===== src/rtl/spigpio_ctrl.sv =====
// spigpio_ctrl: two-requester round-robin arbiter and SPI master that sends 8-bit
// frames to the GPIO shift-register slave, followed by one latch pulse with cs high.
module spigpio_ctrl #(
  parameter int CLK_DIV = 4,
  parameter int CS_GAP  = 2
) (
  input  logic       clk,
  input  logic       rst_n,
  input  logic [1:0] req,
  input  logic [7:0] data0,
  input  logic [7:0] data1,
  output logic [1:0] gnt,
  output logic       busy,
  output logic       done,
  output logic [7:0] rdata,
  output logic       spi_sclk,
  output logic       spi_cs,
  output logic       spi_mosi,
  input  logic       spi_miso
);
  typedef enum logic [1:0] {IDLE, SHIFT, LATCH, GAP} state_t;
  localparam logic [7:0] RELOAD   = 8'(CLK_DIV - 1);
  localparam logic [7:0] GAP_LAST = 8'(CS_GAP - 1);
  state_t state_q, state_d;
  logic [7:0] cnt_q, cnt_d, sh_q, sh_d, rx_q, rx_d, rdata_q, rdata_d, tk_q, tk_d;
  logic [3:0] bit_q, bit_d;
  logic [1:0] gnt_q, gnt_d;
  logic sclk_q, sclk_d, cs_q, cs_d, prio_q, prio_d, done_q, done_d;
  logic tick, win;
  assign tick = cnt_q == 8'd0;
  // win is the index of the requester that gets the next grant
  assign win = req[1] & (~req[0] | prio_q);
  always_comb begin
    state_d = state_q;
    cnt_d   = tick ? RELOAD : cnt_q - 8'd1;
    sh_d    = sh_q;
    rx_d    = rx_q;
    rdata_d = rdata_q;
    tk_d    = tk_q;
    bit_d   = bit_q;
    gnt_d   = 2'b00;
    sclk_d  = sclk_q;
    cs_d    = cs_q;
    prio_d  = prio_q;
    done_d  = 1'b0;
    unique case (state_q)
      IDLE: begin
        cnt_d = 8'd0;
        if (|req) begin
          state_d = SHIFT;
          gnt_d   = win ? 2'b10 : 2'b01;
          sh_d    = win ? data1 : data0;
          prio_d  = ~win;
          cs_d    = 1'b0;
          bit_d   = 4'd0;
          cnt_d   = RELOAD;
        end
      end
      SHIFT: begin
        if (tick) begin
          sclk_d = ~sclk_q;
          if (sclk_q) begin
            rx_d  = {rx_q[6:0], spi_miso};
            sh_d  = {sh_q[6:0], 1'b0};
            bit_d = bit_q + 4'd1;
            if (bit_q == 4'd7) begin
              cs_d    = 1'b1;
              state_d = LATCH;
            end
          end
        end
      end
      LATCH: begin
        if (tick) begin
          sclk_d = ~sclk_q;
          if (sclk_q) begin
            state_d = GAP;
            tk_d    = 8'd0;
          end
        end
      end
      GAP: begin
        if (tick) begin
          tk_d = tk_q + 8'd1;
          if (tk_q == GAP_LAST) begin
            state_d = IDLE;
            done_d  = 1'b1;
            rdata_d = rx_q;
            tk_d    = 8'd0;
          end
        end
      end
      default: state_d = IDLE;
    endcase
  end
  always_ff @(posedge clk) begin
    if (!rst_n) begin
      state_q <= IDLE;
      cnt_q   <= 8'd0;
      sh_q    <= 8'd0;
      rx_q    <= 8'd0;
      rdata_q <= 8'd0;
      tk_q    <= 8'd0;
      bit_q   <= 4'd0;
      gnt_q   <= 2'b00;
      sclk_q  <= 1'b0;
      cs_q    <= 1'b1;
      prio_q  <= 1'b0;
      done_q  <= 1'b0;
    end else begin
      state_q <= state_d;
      cnt_q   <= cnt_d;
      sh_q    <= sh_d;
      rx_q    <= rx_d;
      rdata_q <= rdata_d;
      tk_q    <= tk_d;
      bit_q   <= bit_d;
      gnt_q   <= gnt_d;
      sclk_q  <= sclk_d;
      cs_q    <= cs_d;
      prio_q  <= prio_d;
      done_q  <= done_d;
    end
  end
  // mosi is the top of the shift register while the frame is selected, else 0
  assign spi_mosi = ~cs_q & sh_q[7];
  assign spi_sclk = sclk_q;
  assign spi_cs   = cs_q;
  assign gnt      = gnt_q;
  assign done     = done_q;
  assign rdata    = rdata_q;
  assign busy     = state_q != IDLE;
endmodule


===== config.mk =====
export PLATFORM = sky130hd
export DESIGN_NAME = spigpio_ctrl
export DESIGN_NICKNAME = d
export VERILOG_FILES = /design/src/rtl/spigpio_ctrl.sv
export SDC_FILE = /design/constraint.sdc
export NUM_CORES = 1
export LEC_CHECK = 0
export CORE_MARGIN = 4
export CORE_UTILIZATION = 32
export DETAILED_ROUTE_END_ITERATION = 16
export GPL_ROUTABILITY_DRIVEN = 0
export MAX_ROUTING_LAYER = met4
export PLACE_DENSITY = 0.52
export RECOVER_POWER = 50
export SYNTH_ARGS = -nofsm -noshare
export SYNTH_HDL_FRONTEND = slang
export SYNTH_SLANG_ARGS = --single-unit

===== constraint.sdc =====
create_clock -name clk -period 2.2 [get_ports clk]
set_input_delay 0.22 -clock clk [delete_from_list [all_inputs] [get_ports clk]]
set_output_delay 0.22 -clock clk [all_outputs]
set_load 0.05 [all_outputs]

**Yosys cells after proc, flatten, opt, wreduce, memory -nomap -nowiden**

Cells that the tools add are included.

- Multiplexer cells: 33
- Bitwise gates (word level): 7
- Add/sub/neg operators: 3
- Equal/unequal tests: 13
- Reduce and logical (&&, ||, !) cells: 17

Operators by type and width:

| operator | count |
|---|---|
| 8-bit two-way mux | 10 |
| 8-bit case mux with 2 select lines | 2 |
| 2-bit two-way mux | 10 |
| 2-bit inequality test, second input constant | 8 |
| 4-bit two-way mux | 3 |
| 3-bit AND reduction | 4 |
| 8-bit by 1-bit adder with 8-bit output, second input constant | 1 |
| 8-bit by 1-bit equality test with 1-bit output, second input constant | 1 |
| 8-bit zero test | 1 |
| 2-bit case mux with 4 select lines | 1 |
| 4-bit case mux with 2 select lines | 1 |
| 4-bit AND reduction | 2 |
| 8-bit AND reduction | 1 |
| 8-bit by 1-bit subtractor with 8-bit output, second input constant | 1 |
| 2-bit nonzero test | 3 |
| 1-bit two-way mux | 5 |
| 5-bit AND reduction | 1 |
| 4-bit by 1-bit adder with 4-bit output, second input constant | 1 |
| 2-bit equality test, second input constant | 2 |
| 4-bit by 3-bit equality test with 1-bit output, second input constant | 1 |
| 1-bit NOT | 4 |
| 2-bit AND reduction | 2 |
| 2-bit OR reduction | 2 |
| 1-bit bitwise AND | 2 |
| 4 further kinds | 4 |

- Bits in registers: 52
- Input port bits: 21

**Depth between registers and ports, before layout**

Gate-level depths: netlist of run 1.

- Depth in word-level cells: 6
- Depth in mapped cells: 8
- Gate-level depth less buffers: 6

**Worst setup path after synthesis of run 1**

Ideal clock, no wire load.

- Kind: reg-to-reg
- From: reg state_q[0]
- To: reg state_q[0]
- Clock period less this slack: 1.799 ns
- Library setup time: 0.072 ns
- Cell stages (with the launch flop): 8
- Data required time: 2.128 ns
- Path slack: 0.401 ns
- Arrival time: 1.727 ns
- Cells stage by stage: dfxtp_1 inv_1 ha_1 clkbuf_1 nor3b_1 a221o_1 nor4_2 mux2i_1

- Word-level cells in the longest chain between the ends: 3
- Elaborated cells between the ends (all ways): 14

Ends and longest elaborated chain:

| item | line | text |
|---|---|---|
| start, declared | 24 | `state_t state_q, state_d;` |
| start signal, assigned | 111 | `state_q <= state_d;` |
| 2-bit equality test, or another cell as far along | 46 | `unique case (state_q)` |
| 2-bit inequality test (no source line) | -- |  |
| 8-bit AND reduction (no source line) | -- |  |

Several ways; a longest one is shown, not always the timed one.
A chain may end at the register's enable or synchronous reset.

**Worst setup path after layout of run 1**

Same ends and word-level chain as after synthesis.

==> impl_metrics.py, run 1 <==
metrics = {
    "outcome": {
        "status": "finished, final reports clean",
    },
    "clocking": {
        "htree_levels": 2,
        "post_cts.resized_instances": 0,
        "clk_transition_reported_paths_ps": 110,
        "cts_num_sinks": 52,
        "clk-insertion-delay-late_ps": 320,
        "cts_setup_buffers": 0,
        "clockRootBuffer": "clkbuf_8",
        "holdBufCountCts": 0,
        "cts_tree": "yes",
        "cts_made_buffers": 5,
        "clock_tree.buffer_depth": 2,
    },
    "setup_path": {
        "path_cells": "inv_1 -> ha_1 -> nor3b_1 -> a221o_1 -> nor4_2 -> mux2i_1",
        "timing.critical_path.buf_inv": 1,
        "worstPathArrival_ps": 2200,
        "timing.critical_path.max_delay_family": "simple AND/OR/NAND/NOR gates",
        "criticalPathCategory": "reg2reg",
        "critPathMaxStageDelay_ps": 410,
        "reg2reg_slack_ps": 240,
        "reg2reg_from": "state_q[0]",
        "required_time_at_the_endpoint_of_the_critical_path_ps": 2450,
        "worstSetupEndpointType": "register",
        "critPathSlowestCell": "dfxtp_1",
        "r2r_end": "state_q[0]",
        "cp-start-kind": "register",
        "critPathMaxFanout": 10,
        "timing.reg2reg.worst_path_depth": 6,
    },
    "pwr": {
        "p_leak_uw": 0.00121,
        "ir_drop_v": 0.000342,
        "combPwrFrac_pct": 40.3,
        "internal_power_uw": 1820,
        "pwr-share-seq_pct": 40.5,
        "netSwitchingPower_uw": 1200,
        "power.share.switching_pct": 39.7,
        "part_of_the_power_in_the_clock_network_pct": 19.2,
        "pwr_density_cell_nw_per_um2": 963,
    },
    "place": {
        "detailedPlacementHpwl_mm": 4.30,
        "port_buffer_count": 35,
        "dp.cells": 435,
    },
    "sta": {
        "slew-limit-headroom_pct": 63.5,
        "final_critical_period_ps": 1960,
        "fin_setup_tns_ps": 0,
        "final.setup_skew_ps": 17.0,
        "finalCritPeriodShare_pct": 88.9,
        "finalMaxSlewViolations": 0,
        "final-hold-violation-count": 0,
        "achievable-frequency_ghz": 0.512,
        "grt_setup_unrepaired": "no",
        "tightestPinTransition_ps": 546,
        "setup_viol_count_final": 0,
    },
    "logic_synthesis": {
        "ys_top_cells_by_area": "dfxtp_1 41%, a21oi_1 5.9%, o21ai_0 5.7%",
        "netlist.top_cell.by_area": "dfxtp_1",
        "synthFlopType": "dfxtp_1",
        "async_reset_ff_share_pct": 0,
        "synth.avg_cell_area_um2": 8.43,
        "yosys_warnings": 0,
        "synth.net_count": 333,
        "synth-seq-cells": 52,
        "yosys-top-cells-count": "52 x dfxtp_1, 30 x a21oi_1, 30 x nand2_1",
        "netlist_instances": 303,
        "count_of_flip_flops_with_a_built_in_enable_after_synthesis": 0,
        "post-synth-top-area-fraction_pct": 40.8,
        "ys_types": 46,
        "syn-cell-area_um2": 2550,
        "ys_seq_area_share_pct": 40.8,
        "synth_most_common_cell": "dfxtp_1",
    },
    "floorplanning": {
        "die_height_um": 97.3,
        "floorplan.io_pins": 36,
        "die_w_um": 97.3,
        "die-area_um2": 9470,
        "placement_rows": 32,
        "placeableCoreArea_um2": 7730,
        "floorplan.initialDensity_pct": 33.0,
    },
    "global_routing": {
        "first_global_vias": 2151,
        "grt_start_max_net_pins": 19,
        "grt_overflow": 0,
        "antenna_found_initial": 0,
        "grt_util_all_layers_pct": 12.8,
        "wire_length_of_the_first_global_routing_pass_mm": 9.99,
    },
    "drt": {
        "vias": 2217,
        "detail_route.wl_per_cell_um": 13.1,
        "detailedRoute.firstIterationViolations": 60,
        "detailedRoute.firstPassIterationCount": 4,
        "drt_wirelength_mm": 5.78,
        "post_drt_via_cell_ratio": 5.00,
        "route.detailed.drc": 0,
        "number_of_nets_with_antenna_violations_after_routing": 0,
    },
    "finish": {
        "register_area_um2": 1040,
        "fill_cells": 798,
        "area.growth.synth_to_final_pct": 22.6,
        "drive_above_1_share_pct": 8.21,
        "finished_layout_cells": 443,
        "antenna_cells_inserted": 0,
        "final_nets": 370,
        "final_util_pct": 40.5,
        "footprint_of_the_multi_input_gates_um2": 1370,
    },
    "min_path": {
        "hp-start": "spi_miso",
        "worst_hold_path.endpoint": "rx_q[0]",
        "worstHoldPathCells": 3,
        "worstHoldPathType": "in2reg",
    },
    "run": {
        "maxCapViolCount": 0,
    },
}
power by group through the flow:
stage,Sequential (uW),Combinational [uW],Clock [uW]
6_report,1220,1210,580
5_1_grt,1240,1350,650
3_5_place_dp,1250,1220,0
4_1_cts,1220,1230,608
2_1_floorplan,1290,833,0
3_3_place_gp,1240,1230,0
cells by family after synthesis:
logic type	count (synthesis)	share of synthesized area, %
compound gates	90	21.5
xor+xnor	11	3.77
fa+ha+maj	9	4.41
buf+inv	35	5.59
flops	52	40.8
mux	6	2.40
simple gates	100	21.6
how the worst max path moves through the flow:
| stage | startpoint | endpoint | cells after the start |
|---|---|---|---|
| floorplan | state_q[0] | state_q[0] | 7 |
| global placement | state_q[0] | state_q[1] | 6 |
| detailed placement | state_q[0] | state_q[0] | 6 |
| CTS | state_q[0] | state_q[0] | 6 |
| global route | state_q[0] | state_q[1] | 6 |
| finish | state_q[0] | state_q[0] | 6 |
state kept, by name (all words and copies together) (netlist names):
register	count
state_q	2
gnt	2
spi_cs	1
prio_q	1
rx_q	8
tk_q	8
rdata	8
sh_q	8
cnt_q	8
spi_sclk	1
bit_q	4
done	1
layout by cell type, fill, tap and decap left out, types with 2 or more instances in the layout:
master	instances
a21oi_1	30
and2_1	2
and3_1	3
and4_1	2
buf_4	12
clkbuf_8	5
clkdlybuf4s50_1	21
clkinvlp_4	2
dfxtp_1	52
dlygate4sd3_1	13
ha_1	9
inv_1	19
mux2i_1	5
nand2_1	30
nand2b_1	2
nand3_1	13
nand4_1	7
nor2_1	17
nor2b_1	3
nor3_1	4
nor3b_1	3
nor4_1	2
nor4b_2	2
o211a_1	7
o211ai_1	7
o21ai_0	29
o21ai_1	2
o31ai_1	7
or3_1	3
xnor2_1	5
xor2_1	6
routing by layer:
layer	vias to the layer above	global-route usage (%)	wire, um
met3	8	2.87	221
met4	0	4.26	91
met1	1017	17.0	3020
li1	1150	-	-
met2	42	19.3	2450
met5	-	-	0
stage by stage:
stage	power [uW]	cell area, um2	setup WS (ps)	hold slack, ps
3_5_place_dp	2470	3040	275	447
5_1_grt	3240	3130	78.4	442
3_3_place_gp	2470	3040	327	443
2_1_floorplan	2120	2550	401	313
4_1_cts	3060	3140	251	443
6_report	3010	3130	245	458
cell type report:
cell class / instances / share of cell area (%)
clock buffers: 5 / 2.20
clock inverters: 3 / 0.839
inverters: 19 / 2.28
multi-input cells: 216 / 43.6
flip-flops and latches: 52 / 33.3
well taps: 102 / 4.08
repair buffers: 46 / 13.7
worst min-delay path, stage by stage:
cell and delay (ps):
clkdlybuf4s50_1 410, nand2_1 60, a21oi_1 50
(Power assumes the default switching activity.)
==> inputs of run 2 (changes only) <==
--- a/config.mk
+++ b/config.mk
@@ -5,6 +5,8 @@
 export SDC_FILE = /design/constraint.sdc
 export NUM_CORES = 1
 export LEC_CHECK = 0
+export CAP_MARGIN = 5
+export CORE_ASPECT_RATIO = 1.4
 export CORE_MARGIN = 4
 export CORE_UTILIZATION = 32
 export DETAILED_ROUTE_END_ITERATION = 16
==> run 2 against run 1 <==
Combinational power is essentially flat. Final cell count shrank 0.23%. Largest power group unchanged. Utilization shrank 0.21 points. Sequential share of layout area grew 0.080 points. Non-clock buffer count grew 1. Critical path depth grew 1. Routed wire length grew 3.0%. Sequential cell count is the same. First-iteration DRC count grew 120%. Clock-buffer cell count grew 1. Worst hold slack gained 1.7 ps.
==> impl_metrics.py, run 2 (synthesis results as in run 1) <==
metrics = {
    "clocking": {
        "clk_transition_reported_paths_ps": 90,
        "cts_num_sinks": 52,
        "clock_tree.buffer_depth": 2,
        "holdBufCountCts": 0,
        "cts_setup_buffers": 0,
        "cts_tree": "yes",
        "clk-insertion-delay-late_ps": 310,
        "post_cts.resized_instances": 0,
        "cts_made_buffers": 5,
        "htree_levels": 2,
        "clockRootBuffer": "clkbuf_8",
    },
    "pwr": {
        "netSwitchingPower_uw": 1170,
        "power.share.switching_pct": 38.9,
        "p_leak_uw": 0.00122,
        "pwr_density_cell_nw_per_um2": 963,
        "ir_drop_v": 0.000420,
        "part_of_the_power_in_the_clock_network_pct": 19.1,
        "pwr-share-seq_pct": 40.7,
        "internal_power_uw": 1840,
        "combPwrFrac_pct": 40.3,
    },
    "drt": {
        "drt_wirelength_mm": 5.96,
        "post_drt_via_cell_ratio": 5.08,
        "number_of_nets_with_antenna_violations_after_routing": 0,
        "vias": 2246,
        "route.detailed.drc": 0,
        "detailedRoute.firstPassIterationCount": 5,
        "detailedRoute.firstIterationViolations": 132,
        "detail_route.wl_per_cell_um": 13.5,
    },
    "setup_path": {
        "reg2reg_slack_ps": 280,
        "critPathMaxStageDelay_ps": 420,
        "r2r_end": "sh_q[2]",
        "required_time_at_the_endpoint_of_the_critical_path_ps": 2420,
        "critPathMaxFanout": 10,
        "critPathSlowestCell": "a31oi_1",
        "timing.critical_path.buf_inv": 2,
        "timing.critical_path.max_delay_family": "compound AO/OA/AOI/OAI gates",
        "cp_num_cells": 7,
        "worstPathArrival_ps": 2140,
        "reg2reg_from": "state_q[0]",
        "timing.reg2reg.worst_path_depth": 7,
        "cp-start-kind": "register",
        "worstSetupEndpointType": "register",
        "criticalPathCategory": "reg2reg",
        "critical_path.startpoint": "state_q[0]",
        "worst_setup_path_endpoint": "sh_q[2]",
        "path_cells": "inv_1 -> ha_1 -> nor2b_1 -> a31oi_1 -> buf_4 -> o211ai_1 -> o31ai_1",
    },
    "run": {
        "maxCapViolCount": 0,
    },
    "min_path": {
        "worstHoldPathType": "reg2reg",
    },
    "outcome": {
        "status": "finished, final reports clean",
    },
    "finish": {
        "mostFrequentLayoutCell": "dfxtp_1",
        "drive_above_1_share_pct": 7.89,
        "final_nets": 371,
        "antenna_cells_inserted": 0,
        "layout.cells.most_common_list": "52 x dfxtp_1, 30 x nand2_1, 30 x o21ai_0, 30 x a21oi_1, 21 x clkdlybuf4s50_1",
        "fin_area_um2": 3120,
        "area.growth.synth_to_final_pct": 22.3,
    },
    "sta": {
        "slew-limit-headroom_pct": 61.2,
        "tightestPinTransition_ps": 582,
        "final.setup_skew_ps": 4.15,
        "final_critical_period_ps": 1920,
        "fin_setup_tns_ps": 0,
        "finalCritPeriodShare_pct": 87.1,
        "finalMaxSlewViolations": 0,
        "grt_setup_unrepaired": "no",
        "fin_ws_ps": 284,
        "setup_viol_count_final": 0,
        "achievable-frequency_ghz": 0.522,
        "final-hold-violation-count": 0,
    },
    "floorplanning": {
        "placeableCoreArea_um2": 7750,
        "die-area_um2": 9490,
        "floorplan.io_pins": 36,
        "die_height_um": 114,
        "floorplan.initialDensity_pct": 33.0,
        "die_w_um": 83.5,
        "placement_rows": 38,
    },
    "place": {
        "place_ws_ps": 327,
        "port_buffer_count": 35,
        "dpl-instance-area_um2": 3050,
        "detailedPlacementHpwl_mm": 4.45,
    },
    "global_routing": {
        "grt_overflow": 0,
        "grt_util_all_layers_pct": 13.4,
        "first_global_vias": 2139,
        "grt_start_max_net_pins": 17,
        "wire_length_of_the_first_global_routing_pass_mm": 10.2,
        "antenna_found_initial": 0,
    },
}
## run 2: cell count changes in the layout (fill, tap and decap cells not counted), sizes merged
cell | before | now
inv | 20 | 19
clkinvlp | 2 | 0
clkinv | 0 | 2
clkbuf | 5 | 7
## run 2: per-stage QoR
step	std cells	total power [uW]	hold WS [ps]	utilization, %
global placement	434	2480	449	39.3
CTS	442	3060	458	40.5
floorplan	303	2120	313	-
finish	442	3010	459	40.3
detailed placement	434	2480	448	39.3
global route	442	3210	488	40.3
## run 2: routing by layer
metal	vias to the layer above	GRT usage, %	share of wire, %
met5	-	-	0
met2	55	23.7	50
met3	10	3.18	4.8
li1	1151	-	-
met1	1030	14.7	42
met4	0	5.15	2.4
## run 2: how the worst min path moves through the flow
stage | from | end | slack [ps] | cells after the start
6_report | rx_q[7] | rx_q[7] | 460 | 2
5_1_grt | spi_miso | rx_q[0] | 490 | 3
4_1_cts | spi_miso | rx_q[0] | 460 | 3
3_5_place_dp | rx_q[7] | rx_q[7] | 450 | 2
3_3_place_gp | rx_q[7] | rx_q[7] | 450 | 2
2_1_floorplan | req[1] | gnt[0] | 310 | 1
## run 2: area by class of cell
type	instances	area, um2
multi-input combinational	216	1360
clock buffer	6	82.6
sequential	52	1040
timing repair buffer	47	434
inverter	19	71.3
clock inverter	2	10.0
tap	100	125
fill	796	4630
## run 2: worst reg2reg max path: stages (launching register included)
cell and delay [ps]:
dfxtp_1 390, inv_1 80, ha_1 310, nor2b_1 200, a31oi_1 420, buf_4 260, o211ai_1 110, o31ai_1 70
## run 2: power groups by stage
stage | combinational [uW] | clock [uW] | sequential, uW
after floorplan | 833 | 0 | 1290
after global placement | 1230 | 0 | 1240
after detailed placement | 1230 | 0 | 1250
after CTS | 1240 | 595 | 1230
after global routing | 1330 | 631 | 1250
final | 1210 | 574 | 1220
==> inputs of run 3 (changes only) <==
--- a/config.mk
+++ b/config.mk
@@ -9,6 +9,7 @@
 export CORE_ASPECT_RATIO = 1.4
 export CORE_MARGIN = 4
 export CORE_UTILIZATION = 32
+export CTS_CLUSTER_SIZE = 8
 export DETAILED_ROUTE_END_ITERATION = 16
 export GPL_ROUTABILITY_DRIVEN = 0
 export MAX_ROUTING_LAYER = met4
==> results of run 3 <==
Same layout as run 2: the final DEF is identical, and so are final timing and power.
